**config.mk**
```make
export PLATFORM = sky130hd
export DESIGN_NAME = core_insn_loader
export DESIGN_NICKNAME = d
export VERILOG_FILES = /design/src/rtl/core_insn_loader_pkg.sv /design/src/rtl/core_insn_loader_insn_buf_ram.sv /design/src/rtl/core_insn_loader.sv
export SDC_FILE = /design/constraint.sdc
export NUM_CORES = 1
export LEC_CHECK = 0
export ABC_AREA = 1
export BUFFER_PORTS_ARGS = -buffer_cell sky130_fd_sc_hd__clkbuf_2
export CORE_AREA = 2 2 183 167
export CTS_CLUSTER_SIZE = 10
export DETAILED_ROUTE_END_ITERATION = 6
export DIE_AREA = 0 0 185 169
export GPL_TIMING_DRIVEN = 0
export SLEW_MARGIN = 10
export SYNTH_ARGS = -nofsm -noshare
export SYNTH_HDL_FRONTEND = slang
export SYNTH_HIERARCHICAL = 1
export SYNTH_SLANG_ARGS = --single-unit
```
**constraint.sdc**
```tcl
create_clock -name clk -period 5.4 [get_ports clk]
set_input_delay 1.08 -clock clk [delete_from_list [all_inputs] [get_ports clk]]
set_output_delay 1.08 -clock clk [all_outputs]
set_load 0.02 [all_outputs]
```
**src/rtl/core_insn_loader_pkg.sv**
```systemverilog
// core_insn_loader_pkg
// Shared constants and FSM encoding for the per-core instruction loader.
// The default sizes match the scheduler's range definitions:
//   INSN_WIDTH_DEF, REG_WIDTH_DEF, NUM_INSN_DEF
//   loader_state_e : READY = 0, RUN = 1
package core_insn_loader_pkg;

    localparam int INSN_WIDTH_DEF = 16;
    localparam int REG_WIDTH_DEF  = 8;
    localparam int NUM_INSN_DEF   = 16;

    typedef enum logic {
        ST_READY = 1'b0,
        ST_RUN   = 1'b1
    } loader_state_e;

endpackage

```
**src/rtl/core_insn_loader_insn_buf_ram.sv**
```systemverilog
// insn_buf_ram
// Local instruction buffer: DEPTH x WIDTH, one synchronous write port and
// one registered read port. Only the read register is reset; the array is
// left uninitialised so it can map onto plain memory.
// Ports:
//   clk, reset        : clock, synchronous active-high reset (read register only)
//   i_we/i_waddr/i_wdata : write port
//   i_re/i_raddr      : read request, data appears on o_rdata next cycle
//   o_rdata           : registered read data (holds when i_re is low)
module insn_buf_ram
    import core_insn_loader_pkg::*;
#(
    parameter int DEPTH = NUM_INSN_DEF,
    parameter int WIDTH = INSN_WIDTH_DEF,
    parameter int AW    = $clog2(DEPTH)
) (
    input  logic             clk,
    input  logic             reset,
    input  logic             i_we,
    input  logic [AW-1:0]    i_waddr,
    input  logic [WIDTH-1:0] i_wdata,
    input  logic             i_re,
    input  logic [AW-1:0]    i_raddr,
    output logic [WIDTH-1:0] o_rdata
);

    logic [WIDTH-1:0] r_mem [DEPTH];
    logic [WIDTH-1:0] r_rdata;

    always_ff @(posedge clk) begin
        if (i_we) begin
            r_mem[i_waddr] <= i_wdata;
        end
    end

    always_ff @(posedge clk) begin
        if (reset) begin
            r_rdata <= '0;
        end else if (i_re) begin
            r_rdata <= r_mem[i_raddr];
        end
    end

    assign o_rdata = r_rdata;

endmodule

```
**src/rtl/core_insn_loader.sv**
```systemverilog
// core_insn_loader
// Per-core front end behind the task scheduler. Captures the broadcast
// instruction frame into a local buffer while idle, latches the R0 initial
// value, owns the READY/RUN handshake and serves registered instruction
// fetches while running.
// Optional feature: define LOADER_PERF_CNT_EN to add the o_busy_cycles
// counter (saturating count of RUN cycles, cleared only by reset).
// Ports:
//   clk, reset                 : clock, synchronous active-high reset
//   i_insn_load_counter/i_insn_data : scheduler frame broadcast (data lags index by 1)
//   i_start / i_core_done      : handshake pulses
//   i_init_r0_en / i_init_r0   : R0 initial value capture
//   i_fetch_req / i_fetch_pc   : fetch request from the core pipeline
//   o_ready / o_run            : idle / executing
//   o_fetch_valid / o_fetch_insn : fetch response, one cycle after request
//   o_r0_value / o_r0_load     : latched R0 value and load pulse
//   o_start_err                : pulse for a start received while running
//   o_busy_cycles              : RUN cycle counter (LOADER_PERF_CNT_EN only)
module core_insn_loader
    import core_insn_loader_pkg::*;
#(
    parameter int NUM_INSN   = NUM_INSN_DEF,
    parameter int INSN_WIDTH = INSN_WIDTH_DEF,
    parameter int REG_WIDTH  = REG_WIDTH_DEF,
    parameter int CNT_WIDTH  = $clog2(NUM_INSN)
) (
    input  logic                  clk,
    input  logic                  reset,
    input  logic [CNT_WIDTH-1:0]  i_insn_load_counter,
    input  logic [INSN_WIDTH-1:0] i_insn_data,
    input  logic                  i_start,
    input  logic                  i_init_r0_en,
    input  logic [REG_WIDTH-1:0]  i_init_r0,
    input  logic                  i_core_done,
    input  logic                  i_fetch_req,
    input  logic [CNT_WIDTH-1:0]  i_fetch_pc,
`ifdef LOADER_PERF_CNT_EN
    output logic [31:0]           o_busy_cycles,
`endif
    output logic                  o_ready,
    output logic                  o_run,
    output logic                  o_fetch_valid,
    output logic [INSN_WIDTH-1:0] o_fetch_insn,
    output logic [REG_WIDTH-1:0]  o_r0_value,
    output logic                  o_r0_load,
    output logic                  o_start_err
);

    loader_state_e r_state, w_state_nxt;

    logic [CNT_WIDTH-1:0] r_cnt_d;
    logic [REG_WIDTH-1:0] r_r0_value;
    logic                 r_r0_pend;
    logic                 r_r0_load;
    logic                 r_start_err;
    logic                 r_fetch_valid;

    logic w_buf_we;
    logic w_fetch_acc;
    logic w_r0_cap;
    logic w_go;
    logic w_start_err;

    // ---------------- FSM ----------------
    always_ff @(posedge clk) begin
        if (reset) begin
            r_state <= ST_READY;
        end else begin
            r_state <= w_state_nxt;
        end
    end

    // start wins in READY, core_done wins in RUN.
    always_comb begin
        w_state_nxt = r_state;
        w_buf_we    = 1'b0;
        w_fetch_acc = 1'b0;
        w_r0_cap    = 1'b0;
        w_go        = 1'b0;
        w_start_err = 1'b0;
        case (r_state)
            ST_READY: begin
                w_buf_we = ~reset;
                w_r0_cap = i_init_r0_en;
                if (i_start) begin
                    w_go        = 1'b1;
                    w_state_nxt = ST_RUN;
                end
            end
            ST_RUN: begin
                w_fetch_acc = i_fetch_req;
                w_start_err = i_start;
                if (i_core_done) begin
                    w_state_nxt = ST_READY;
                end
            end
            default: w_state_nxt = ST_READY;
        endcase
    end

    // ---------------- frame capture ----------------
    // Scheduler data is registered, so the word arriving now belongs to
    // the index seen last cycle.
    always_ff @(posedge clk) begin
        if (reset) begin
            r_cnt_d <= CNT_WIDTH'(NUM_INSN - 1);
        end else begin
            r_cnt_d <= i_insn_load_counter;
        end
    end

    insn_buf_ram #(
        .DEPTH (NUM_INSN),
        .WIDTH (INSN_WIDTH),
        .AW    (CNT_WIDTH)
    ) u_buf (
        .clk     (clk),
        .reset   (reset),
        .i_we    (w_buf_we),
        .i_waddr (r_cnt_d),
        .i_wdata (i_insn_data),
        .i_re    (w_fetch_acc),
        .i_raddr (i_fetch_pc),
        .o_rdata (o_fetch_insn)
    );

    // ---------------- R0 / pulses / fetch valid ----------------
    // A capture in the same cycle as start still produces the load pulse,
    // so the pulse condition looks at the incoming enable as well as the flag.
    always_ff @(posedge clk) begin
        if (reset) begin
            r_r0_value    <= '0;
            r_r0_pend     <= 1'b0;
            r_r0_load     <= 1'b0;
            r_start_err   <= 1'b0;
            r_fetch_valid <= 1'b0;
        end else begin
            if (w_r0_cap) begin
                r_r0_value <= i_init_r0;
            end
            if (w_go) begin
                r_r0_pend <= 1'b0;
            end else if (w_r0_cap) begin
                r_r0_pend <= 1'b1;
            end
            r_r0_load     <= w_go & (r_r0_pend | w_r0_cap);
            r_start_err   <= w_start_err;
            r_fetch_valid <= w_fetch_acc;
        end
    end

`ifdef LOADER_PERF_CNT_EN
    logic [31:0] r_busy_cycles;

    always_ff @(posedge clk) begin
        if (reset) begin
            r_busy_cycles <= '0;
        end else if (r_state == ST_RUN && r_busy_cycles != 32'hFFFF_FFFF) begin
            r_busy_cycles <= r_busy_cycles + 32'd1;
        end
    end

    assign o_busy_cycles = r_busy_cycles;
`endif

    assign o_ready       = (r_state == ST_READY);
    assign o_run         = ~o_ready;
    assign o_fetch_valid = r_fetch_valid;
    assign o_r0_value    = r_r0_value;
    assign o_r0_load     = r_r0_load;
    assign o_start_err   = r_start_err;

endmodule

```
==> reports/qor.txt, run 1 <==
Post-Route WL: 29.7 mm
Total gr overflow: 0
PortBufs: 63
CTS tree: built
PwrDens: 366 mW/mm²
Number of distinct library cells after synthesis: 15
Final min period: 2460 ps
Worst setup EP type: flip-flop
Synth top area share: 0.659
Post-synthesis sequential element count: 289
Final hold violations: 0
Syn nets: 1072
Area grow syn2layout: 17.7%
Initial core utilization: 0.396
CTS Buf Count: 35
Placed Cells incl. Taps: 1510
Post-Syn Area: 0.0117 mm²
Mapped Avg Cell Area: 11.3 µm²
ANT cells: 0
Max-slew violations: 0
Dpl hpwl: 19.6 mm
Leak: 0.00531 µW
Clk_skew: 11.8 ps
# DRC: 0
Gpl congestion: 0.811
Cell accounting for the most synthesized area: edfxtp_1
Post-cts sizing count: 0
Clock root cell: clkbuf_16
Vias per Instance: 4.97
Critical path type: in2reg
CP Launch Point: reset
Worst-path fanout max: 16
Clock sink count: 289
CTS H-tree lvls: 2
Worst vdd ir: 0.177 mV
Fin crit share: 0.456
Drt first pass iters: 5
CORE AREA: 0.0294 mm²
Status: complete, no violations
Area contributors post-synth: edfxtp_1, nand2_1, nand3_1
Critical path's top delay family: simple AND/OR/NAND/NOR gates
Ports: 67
Clk pin slew, worst setup/hold paths: 50 ps
Post-CTS Setup Bufs: 0
Synth Warn #: 6
Sequential area share after synthesis: 0.716
Req. time, crit path: 5530 ps
Slew margin rel.: 0.354
Cells after synthesis: 1034
DR vias: 7812
Antenna Nets Post-Route: 0
Max incr delay on CP: 800 ps
Slew @ Worst Pin: 968 ps
Cell row count: 60
Non-Filler Instances: 1573
Total of max-cap violations: 0
Initial antenna violation count: 0
Die area: 0.0313 mm²
Crit path launch type: input pin
Critical-path cell list: clkbuf_2, nor2_1, nand3_1, nor2_2
Reg-to-reg critical path startpoint: o_run$_SDFF_PP0_
Vias in the first global route: 7482
RSZ-0062 raised after global routing: no
Largest buffer count on any clock path: 3
Hold buffer count at cts: 0
First-pass GRT wire length: 44.7 mm
Final #Nets: 1182
Share of cells above drive strength 1: 0.156
Hold path start: o_r0_value[5]$_SDFFE_PP0P_
All-Layer GR Usage: 0.195
DR iter-0 viols: 745
Largest net degree at the start of global routing: 17
Later-pin clock latency in the skew report: 510 ps
Die X-Extent: 185 µm
Die H: 169 µm
CP max stage cell: nor2_2
Setup violators final: 0
CP bufs+invs: 1
Worst min path class: reg2reg
Fin Setup TNS: 0 ps
Fmax achieved: 406 MHz
Routed WL per cell: 18.9 µm
WP data arrival: 2590 ps
==> synth_stat cells (all sizes together) <==
cell type	instances
nand3b	2
or2	4
nand3	217
edfxtp	256
buf	43
o21ai	1
clkbuf	14
nand2	355
inv	37
dfxtp	33
nor2	72
==> registers in the layout (all words and copies together), names as in the netlist <==
name and flops:
o_fetch_valid 1, o_r0_load 1, o_r0_value 8, o_run 1, o_start_err 1, r_cnt_d 4
r_r0_pend 1, u_buf/o_rdata 16, u_buf/r_mem 256
==> metal layers <==
metal / GRT usage / vias to the layer above / share of wire
met5: 0 / - / 0
met4: 0.0649 / 0 / 0.028
met3: 0.0448 / 54 / 0.086
met2: 0.288 / 299 / 0.43
met1: 0.285 / 3704 / 0.46
li1: - / 3755 / -
==> power breakdown <==
| part | switching, µW | internal [µW] | leakage [µW] |
|---|---|---|---|
| combinational | 256 | 105 | 0.00222 |
| clock | 853 | 1320 | 0.000510 |
| sequential | 14.5 | 2470 | 0.00258 |
| total | 1120 | 3900 | 0.00531 |
==> final cells by class <==
type / instances / area [µm²]
Sequential cell: 289 / 8350
Fill cell: 2732 / 15700
Tap cell: 403 / 504
Inverter: 37 / 139
Buffer: 57 / 430
Multi-Input combinational cell: 651 / 2780
Timing Repair Buffer: 73 / 458
Clock buffer: 63 / 1060
==> cells by family after synthesis <==
kind of cell,share of synthesized area
AND/OR/NAND/NOR,0.235
buffers and inverters,0.0488
AO/OA/AOI/OAI,0.000429
flip-flops,0.716
==> through the flow <==
stage | area, µm² | worst slack, ps | hold slack [ps] | utilization | total power [µW]
2_1_floorplan | 11700 | 2850 | 498 | - | 2740
3_3_place_gp | 12500 | 1870 | 463 | 0.424 | 2880
3_5_place_dp | 12700 | 2450 | 476 | 0.430 | 2890
4_1_cts | 13700 | 2950 | 490 | 0.466 | 5060
5_1_grt | 13700 | 2830 | 513 | 0.466 | 5190
6_report | 13700 | 2940 | 483 | 0.466 | 5020
==> worst register-to-register path, delay by kind of cell (launching register included) <==
family | cells | cell delay (ps)
and+or+nand+nor | 3 | 1400
DFF | 1 | 390
==> cell usage in the layout (no fill, tap or decap) <==
cell type	n
clkbuf_16	38
nand2_1	355
clkbuf_1	37
dfxtp_1	33
nor2_4	1
o21ai_1	1
inv_2	5
edfxtp_1	256
clkbuf_2	63
nor2_2	16
nand3_1	217
buf_4	5
or2_2	4
nor2_1	55
nand3b_1	2
buf_8	8
buf_6	26
inv_1	32
clkbuf_8	2
buf_2	14
==> final timing paths <==
kind                                  end  slack (ps)  cells after the start
min            o_r0_value[5]$_SDFFE_PP0P_         480                      2
max reg2reg  u_buf/r_mem[15][4]$_DFFE_PP_        3220                      3
max          u_buf/r_mem[15][4]$_DFFE_PP_        2940                      4
min reg2reg    o_r0_value[5]$_SDFFE_PP0P_         480                      2
Note: power is estimated with default switching activity, not from simulation.
==> run 2: changes to the inputs <==
- ABC_AREA: 1 -> 0
- CORE_AREA: 2 2 183 167 -> 2 2 180 164
- DIE_AREA: 0 0 185 169 -> 0 0 182 166
- clock period: 5.4 -> 2 ns (I/O delays scaled with it)
==> run 2 against run 1 <==
Synthesized cell count down 35%. Core utilization is 0.34 points higher. Sequential share of layout area increased by 1.5 points. Total power grew to 2.6 times the previous value. Critical path type is now reg2reg. Critical path depth rose by 1. Largest cell class unchanged.
==> reports/qor.txt, run 2 <==
Status: complete, no violations
Cell row count: 59
Critical Path Stages: 5
Post-Synth Adder-Cell Area: 0
Total of max-cap violations: 0
Synth Area in XOR/XNOR: 0
Routed WL per cell: 20.9 µm
Req. time, crit path: 2200 ps
Max reg flops: 256
Clock root cell: clkbuf_16
Die area: 0.0302 mm²
CP max stage cell: nor2_2
Vias in the first global route: 5985
Simple-gate portion of the synthesized area: 0.0644
CP Launch Point: o_run$_SDFF_PP0_
Initial core utilization: 0.392
# DRC: 0
Worst min path class: in2reg
Fmax achieved: 506 MHz
Fin crit share: 0.988
Hold buffer count at cts: 0
PwrDens: 974 mW/mm²
Max incr delay on CP: 530 ps
Gpl congestion: 0.756
EDFF count, synth: 256
Post-Syn Area: 0.0112 mm²
Fill cells: 2476
Leak: 0.00487 µW
PortBufs: 65
Clock sink count: 289
Die H: 166 µm
Dominant combinational cell family by area after synthesis: multiplexers
Cells after synthesis: 667
Register area: 0.00835 mm²
Slack of the worst reg-to-reg path: 20 ps
Largest net degree at the start of global routing: 17
Mux share of post-synthesis cell area: 0.115
Synth cell count leaders: edfxtp_1, mux2i_1, nand3_1
Vias per Instance: 5.09
Post-synthesis sequential element count: 289
CTS tree: built
Commonest non-fill, non-tap cells in the layout: edfxtp_1, mux2i_1, clkbuf_2
Final #Nets: 827
Critical path's top delay family: simple AND/OR/NAND/NOR gates
Crit path launch type: flip-flop
Clk pin slew, worst setup/hold paths: 50 ps
Critical-path cell list: buf_4, nor2_4, nand3b_1, nor2_2, buf_8
Final min period: 1980 ps
Post-Route WL: 24.7 mm
CTS H-tree lvls: 2
Antenna Nets Post-Route: 0
Commonest non-fill, non-tap cell in the layout: edfxtp_1
Drt first pass iters: 5
Largest buffer count on any clock path: 3
Area contributors post-synth: edfxtp_1, mux2i_1, dfxtp_1
Number of distinct library cells after synthesis: 30
WP data arrival: 2170 ps
Ys async rst share: 0
Synth Flop Type: edfxtp_1
Syn nets: 705
Final core utilization: 0.470
CP endpoint: u_buf/r_mem[6][8]$_DFFE_PP_
Setup violators final: 0
First-pass GRT wire length: 36.8 mm
Pwr Total: 13000 µW
DR vias: 6012
ANT cells: 0
Slew margin rel.: 0.558
Reg2reg path depth: 5
Die X-Extent: 182 µm
Sequential area share after synthesis: 0.746
Later-pin clock latency in the skew report: 490 ps
Multi-input logic area: 0.00261 mm²
Most flops, register: u_buf/r_mem
CTS Buf Count: 34
RSZ-0062 raised after global routing: yes
Worst setup EP type: flip-flop
Cell accounting for the most synthesized area: edfxtp_1
All-Layer GR Usage: 0.163
Sw Ratio: 0.207
Share of cells above drive strength 1: 0.216
CORE AREA: 0.0285 mm²
Synth Warn #: 6
Total gr overflow: 0
Sequential share of power: 0.514
Critical path type: reg2reg
Clk_skew: 7.41 ps
Area grow syn2layout: 19.7%
Dpl hpwl: 16.1 mm
Psw: 2700 µW
Max-slew violations: 0
Initial antenna violation count: 0
Cell with the most instances after synthesis: edfxtp_1
RR Endpoint: u_buf/r_mem[6][8]$_DFFE_PP_
Ports: 67
Worst vdd ir: 0.615 mV
Final hold violations: 0
Synth Area in Compound Gates: 0.0455
Clk pwr share: 0.430
Mapped Avg Cell Area: 16.8 µm²
Combinational power share: 0.056
Synth top area share: 0.687
Worst-path fanout max: 10
Internal power: 10300 µW
Reg-to-reg critical path startpoint: o_run$_SDFF_PP0_
CP bufs+invs: 2
Slew @ Worst Pin: 661 ps
DR iter-0 viols: 418
run 2: worst min path at each step:
stage                                              start                             end  slack, ps  cells after the start
after floorplan                   r_r0_pend$_SDFFE_PP0P_            o_r0_load$_SDFF_PP0_        470                      1
after global placement     u_buf/o_rdata[3]$_SDFFE_PP0P_   u_buf/o_rdata[3]$_SDFFE_PP0P_        440                      2
after detailed placement  u_buf/o_rdata[10]$_SDFFE_PP0P_  u_buf/o_rdata[10]$_SDFFE_PP0P_        440                      2
after CTS                         i_insn_load_counter[1]           r_cnt_d[1]$_SDFF_PP1_         70                      2
after global routing              i_insn_load_counter[1]           r_cnt_d[1]$_SDFF_PP1_         80                      2
final                             i_insn_load_counter[1]           r_cnt_d[1]$_SDFF_PP1_         90                      2
run 2: kinds of logic after synthesis:
group                  count (synthesis)
muxes                                128
buffers and inverters                 39
and+or+nand+nor                      136
AOI/OAI and AO/OA                     75
DFF                                  289
run 2: repair_timing:
item	4_1_cts	5_1_grt
setup buffers	2	7
gates resized for setup	5	0
endpoints found under the setup margin	74	101
pin swaps	2	3
run 2: stage by stage:
step | setup TNS (ps) | cell area, µm² | hold slack, ps | cells | setup WS (ps)
floorplan | 0 | 11200 | 473 | 667 | 6.00
global placement | -210030 | 12000 | 436 | 1098 | -996
detailed placement | -70470 | 12200 | 443 | 1110 | -707
CTS | 0 | 13300 | 71.3 | 1173 | 6.49
global route | -3450 | 13400 | 76.1 | 1180 | -74.7
finish | 0 | 13400 | 90.8 | 1180 | 24.0
run 2: power groups by stage:
| stage | Sequential [µW] | Combinational, µW | Clock (µW) |
|---|---|---|---|
| floorplan | 6860 | 378 | 0 |
| finish | 6700 | 725 | 5610 |
| CTS | 6700 | 728 | 5730 |
| global placement | 6830 | 694 | 0 |
| global route | 6710 | 783 | 5980 |
| detailed placement | 6830 | 723 | 0 |
run 2: cell type report:
class / count / area share
Tap cell: 366 / 0.0342
Clock buffer: 61 / 0.0759
Timing Repair Buffer: 86 / 0.0465
Buffer: 36 / 0.0238
Inverter: 3 / 0.000841
Multi-Input combinational cell: 339 / 0.195
Sequential cell: 289 / 0.624
run 2: metal layers:
layer  part of all wire  track usage  vias to the layer above  wire length [µm]
li1                   -            -                     2849                 -
met1               0.45        0.222                     2964             11200
met2               0.47        0.265                      169             11700
met3              0.062       0.0371                       30              1520
met4              0.012       0.0396                        0               292
met5                  0            0                        -                 0
==> run 3: changes to the inputs <==
- PLACE_DENSITY_LB_ADDON: default -> 0.2
==> run 3 against run 2 <==
The flow now finishes with violations (negative setup slack). Sequential power about the same. Wire length increased by 6.3%. Register-to-register slack got worse by 60 ps. Critical endpoint is now u_buf/r_mem[15][11]$_DFFE_PP_. Final cell count increased by 0.34%. Non-clock buffer count increased by 3. First-iteration DRC count decreased by 6.5%. Count of clock-buffer cells in the layout decreased by 2. Global-route usage increased by 1.0 points. Combinational power increased by 1%. Highest routed layer unchanged. Worst hold slack got worse by 7.7 ps.
==> reports/qor.txt, run 3 (synthesis gave the netlist of run 2 again) <==
Status: finished, violations left
Failing checks: negative setup slack
Post-Route WL: 26.2 mm
Initial core utilization: 0.392
Fill cells: 2436
Clk pwr share: 0.430
Die H: 166 µm
Cell count of the worst hold path: 2
Req. time, crit path: 2210 ps
Fin crit share: 1.02
PortBufs: 65
Antenna Nets Post-Route: 0
Leak: 0.00490 µW
Post-Place Setup Slack: -701 ps
Final hold violations: 0
Clk_skew: 20.8 ps
CTS Buf Count: 35
Final core utilization: 0.473
Reg-to-reg critical path startpoint: r_cnt_d[1]$_SDFF_PP1_
Placed instance area: 0.0122 mm²
First-pass GRT wire length: 38.8 mm
WP data arrival: 2240 ps
ANT cells: 0
Die area: 0.0302 mm²
Crit path launch type: flip-flop
Worst setup EP type: flip-flop
Max-slew violations: 0
Finished Cell Area: 0.0135 mm²
Hold Path End: o_run$_SDFF_PP0_
DR iter-0 viols: 391
PwrDens: 970 mW/mm²
Largest buffer count on any clock path: 3
Vias in the first global route: 6401
DR vias: 6207
Initial antenna violation count: 0
Drt first pass iters: 4
Final min period: 2030 ps
Worst vdd ir: 0.579 mV
Combinational power share: 0.056
Internal power: 10300 µW
Total of max-cap violations: 0
RSZ-0062 raised after global routing: yes
# DRC: 0
Psw: 2780 µW
Sequential share of power: 0.514
Worst min path class: in2reg
Share of cells above drive strength 1: 0.221
Critical path type: reg2reg
RR Endpoint: u_buf/r_mem[15][11]$_DFFE_PP_
Later-pin clock latency in the skew report: 510 ps
Die X-Extent: 182 µm
Pwr Total: 13100 µW
Gpl congestion: 0.757
Routed WL per cell: 22.2 µm
Clock sink count: 289
CORE AREA: 0.0285 mm²
Final #Nets: 831
All-Layer GR Usage: 0.173
Total gr overflow: 0
Commonest non-fill, non-tap cell in the layout: edfxtp_1
Worst-path fanout max: 9
Ports: 67
Reg2reg path depth: 3
CTS tree: built
Area grow syn2layout: 20.4%
Fmax achieved: 492 MHz
Vias per Instance: 5.24
Clock root cell: clkbuf_16
Sw Ratio: 0.213
Setup violators final: 18
Final setup margin: -32.4 ps
Most flops, register: u_buf/r_mem
Clk pin slew, worst setup/hold paths: 60 ps
CTS H-tree lvls: 2
Largest net degree at the start of global routing: 17
Slew margin rel.: 0.533
Dpl hpwl: 17.5 mm
Max reg flops: 256
Slack of the worst reg-to-reg path: -30 ps
Cell row count: 59
Commonest non-fill, non-tap cells in the layout: edfxtp_1, mux2i_1, clkbuf_2
Hold path start: i_core_done
Slew @ Worst Pin: 698 ps
==> run 3: area by class of cell <==
| cell class | count | area, µm² | share of cell area |
|---|---|---|---|
| Clock buffer | 59 | 987 | 0.0733 |
| Inverter | 3 | 11.3 | 0.000836 |
| Multi-Input combinational cell | 339 | 2630 | 0.195 |
| Timing Repair Buffer | 89 | 683 | 0.0507 |
| Sequential cell | 289 | 8350 | 0.620 |
| Clock inverter | 3 | 30.0 | 0.00223 |
| Buffer | 36 | 319 | 0.0237 |
| Tap cell | 366 | 458 | 0.0340 |
==> run 3: worst max-delay path: stages, from the launching register on <==
cell     delay, ps
dfxtp_1        610
nand2_1        310
nor2_2         580
buf_8          230
==> run 3: per-stage QoR <==
step,hold WS [ps],setup TNS [ps],std cells
after floorplan,473,0,667
after global placement,444,-209010,1098
after detailed placement,447,-80500,1110
after CTS,69.6,-376,1179
after global routing,80.4,-2820,1184
final,83.1,-363,1184
==> run 3: power groups by stage <==
stage	registers (µW)	clock network, µW	logic (µW)
2_1_floorplan	6860	0	378
3_3_place_gp	6830	0	688
3_5_place_dp	6830	0	730
4_1_cts	6710	5730	737
5_1_grt	6720	5990	792
6_report	6710	5620	734
==> run 3: timing repair <==
item,4_1_cts,5_1_grt
hold buffers,0,0
pin swaps,4,3
resized for setup,6,3
buffers inserted,7,5
setup endpoints to repair,113,77
gates cloned,0,0
==> run 3: metal layers <==
layer  GRT usage  share of wire
met5           0              0
met4      0.0477          0.017
met3      0.0276          0.049
met2       0.295           0.49
met1       0.229           0.44
==> run 3: worst max path at each step <==
| stage | from | end | slack (ps) | cells past startpoint |
|---|---|---|---|---|
| 2_1_floorplan | reset | u_buf/r_mem[0][0]$_DFFE_PP_ | 6 | 4 |
| 6_report | r_cnt_d[1]$_SDFF_PP1_ | u_buf/r_mem[15][11]$_DFFE_PP_ | -30 | 3 |
| 5_1_grt | o_run$_SDFF_PP0_ | u_buf/r_mem[13][15]$_DFFE_PP_ | -150 | 5 |
| 3_3_place_gp | reset | u_buf/r_mem[5][9]$_DFFE_PP_ | -950 | 5 |
| 4_1_cts | o_run$_SDFF_PP0_ | u_buf/r_mem[11][8]$_DFFE_PP_ | -20 | 5 |
| 3_5_place_dp | reset | u_buf/r_mem[2][10]$_DFFE_PP_ | -700 | 5 |
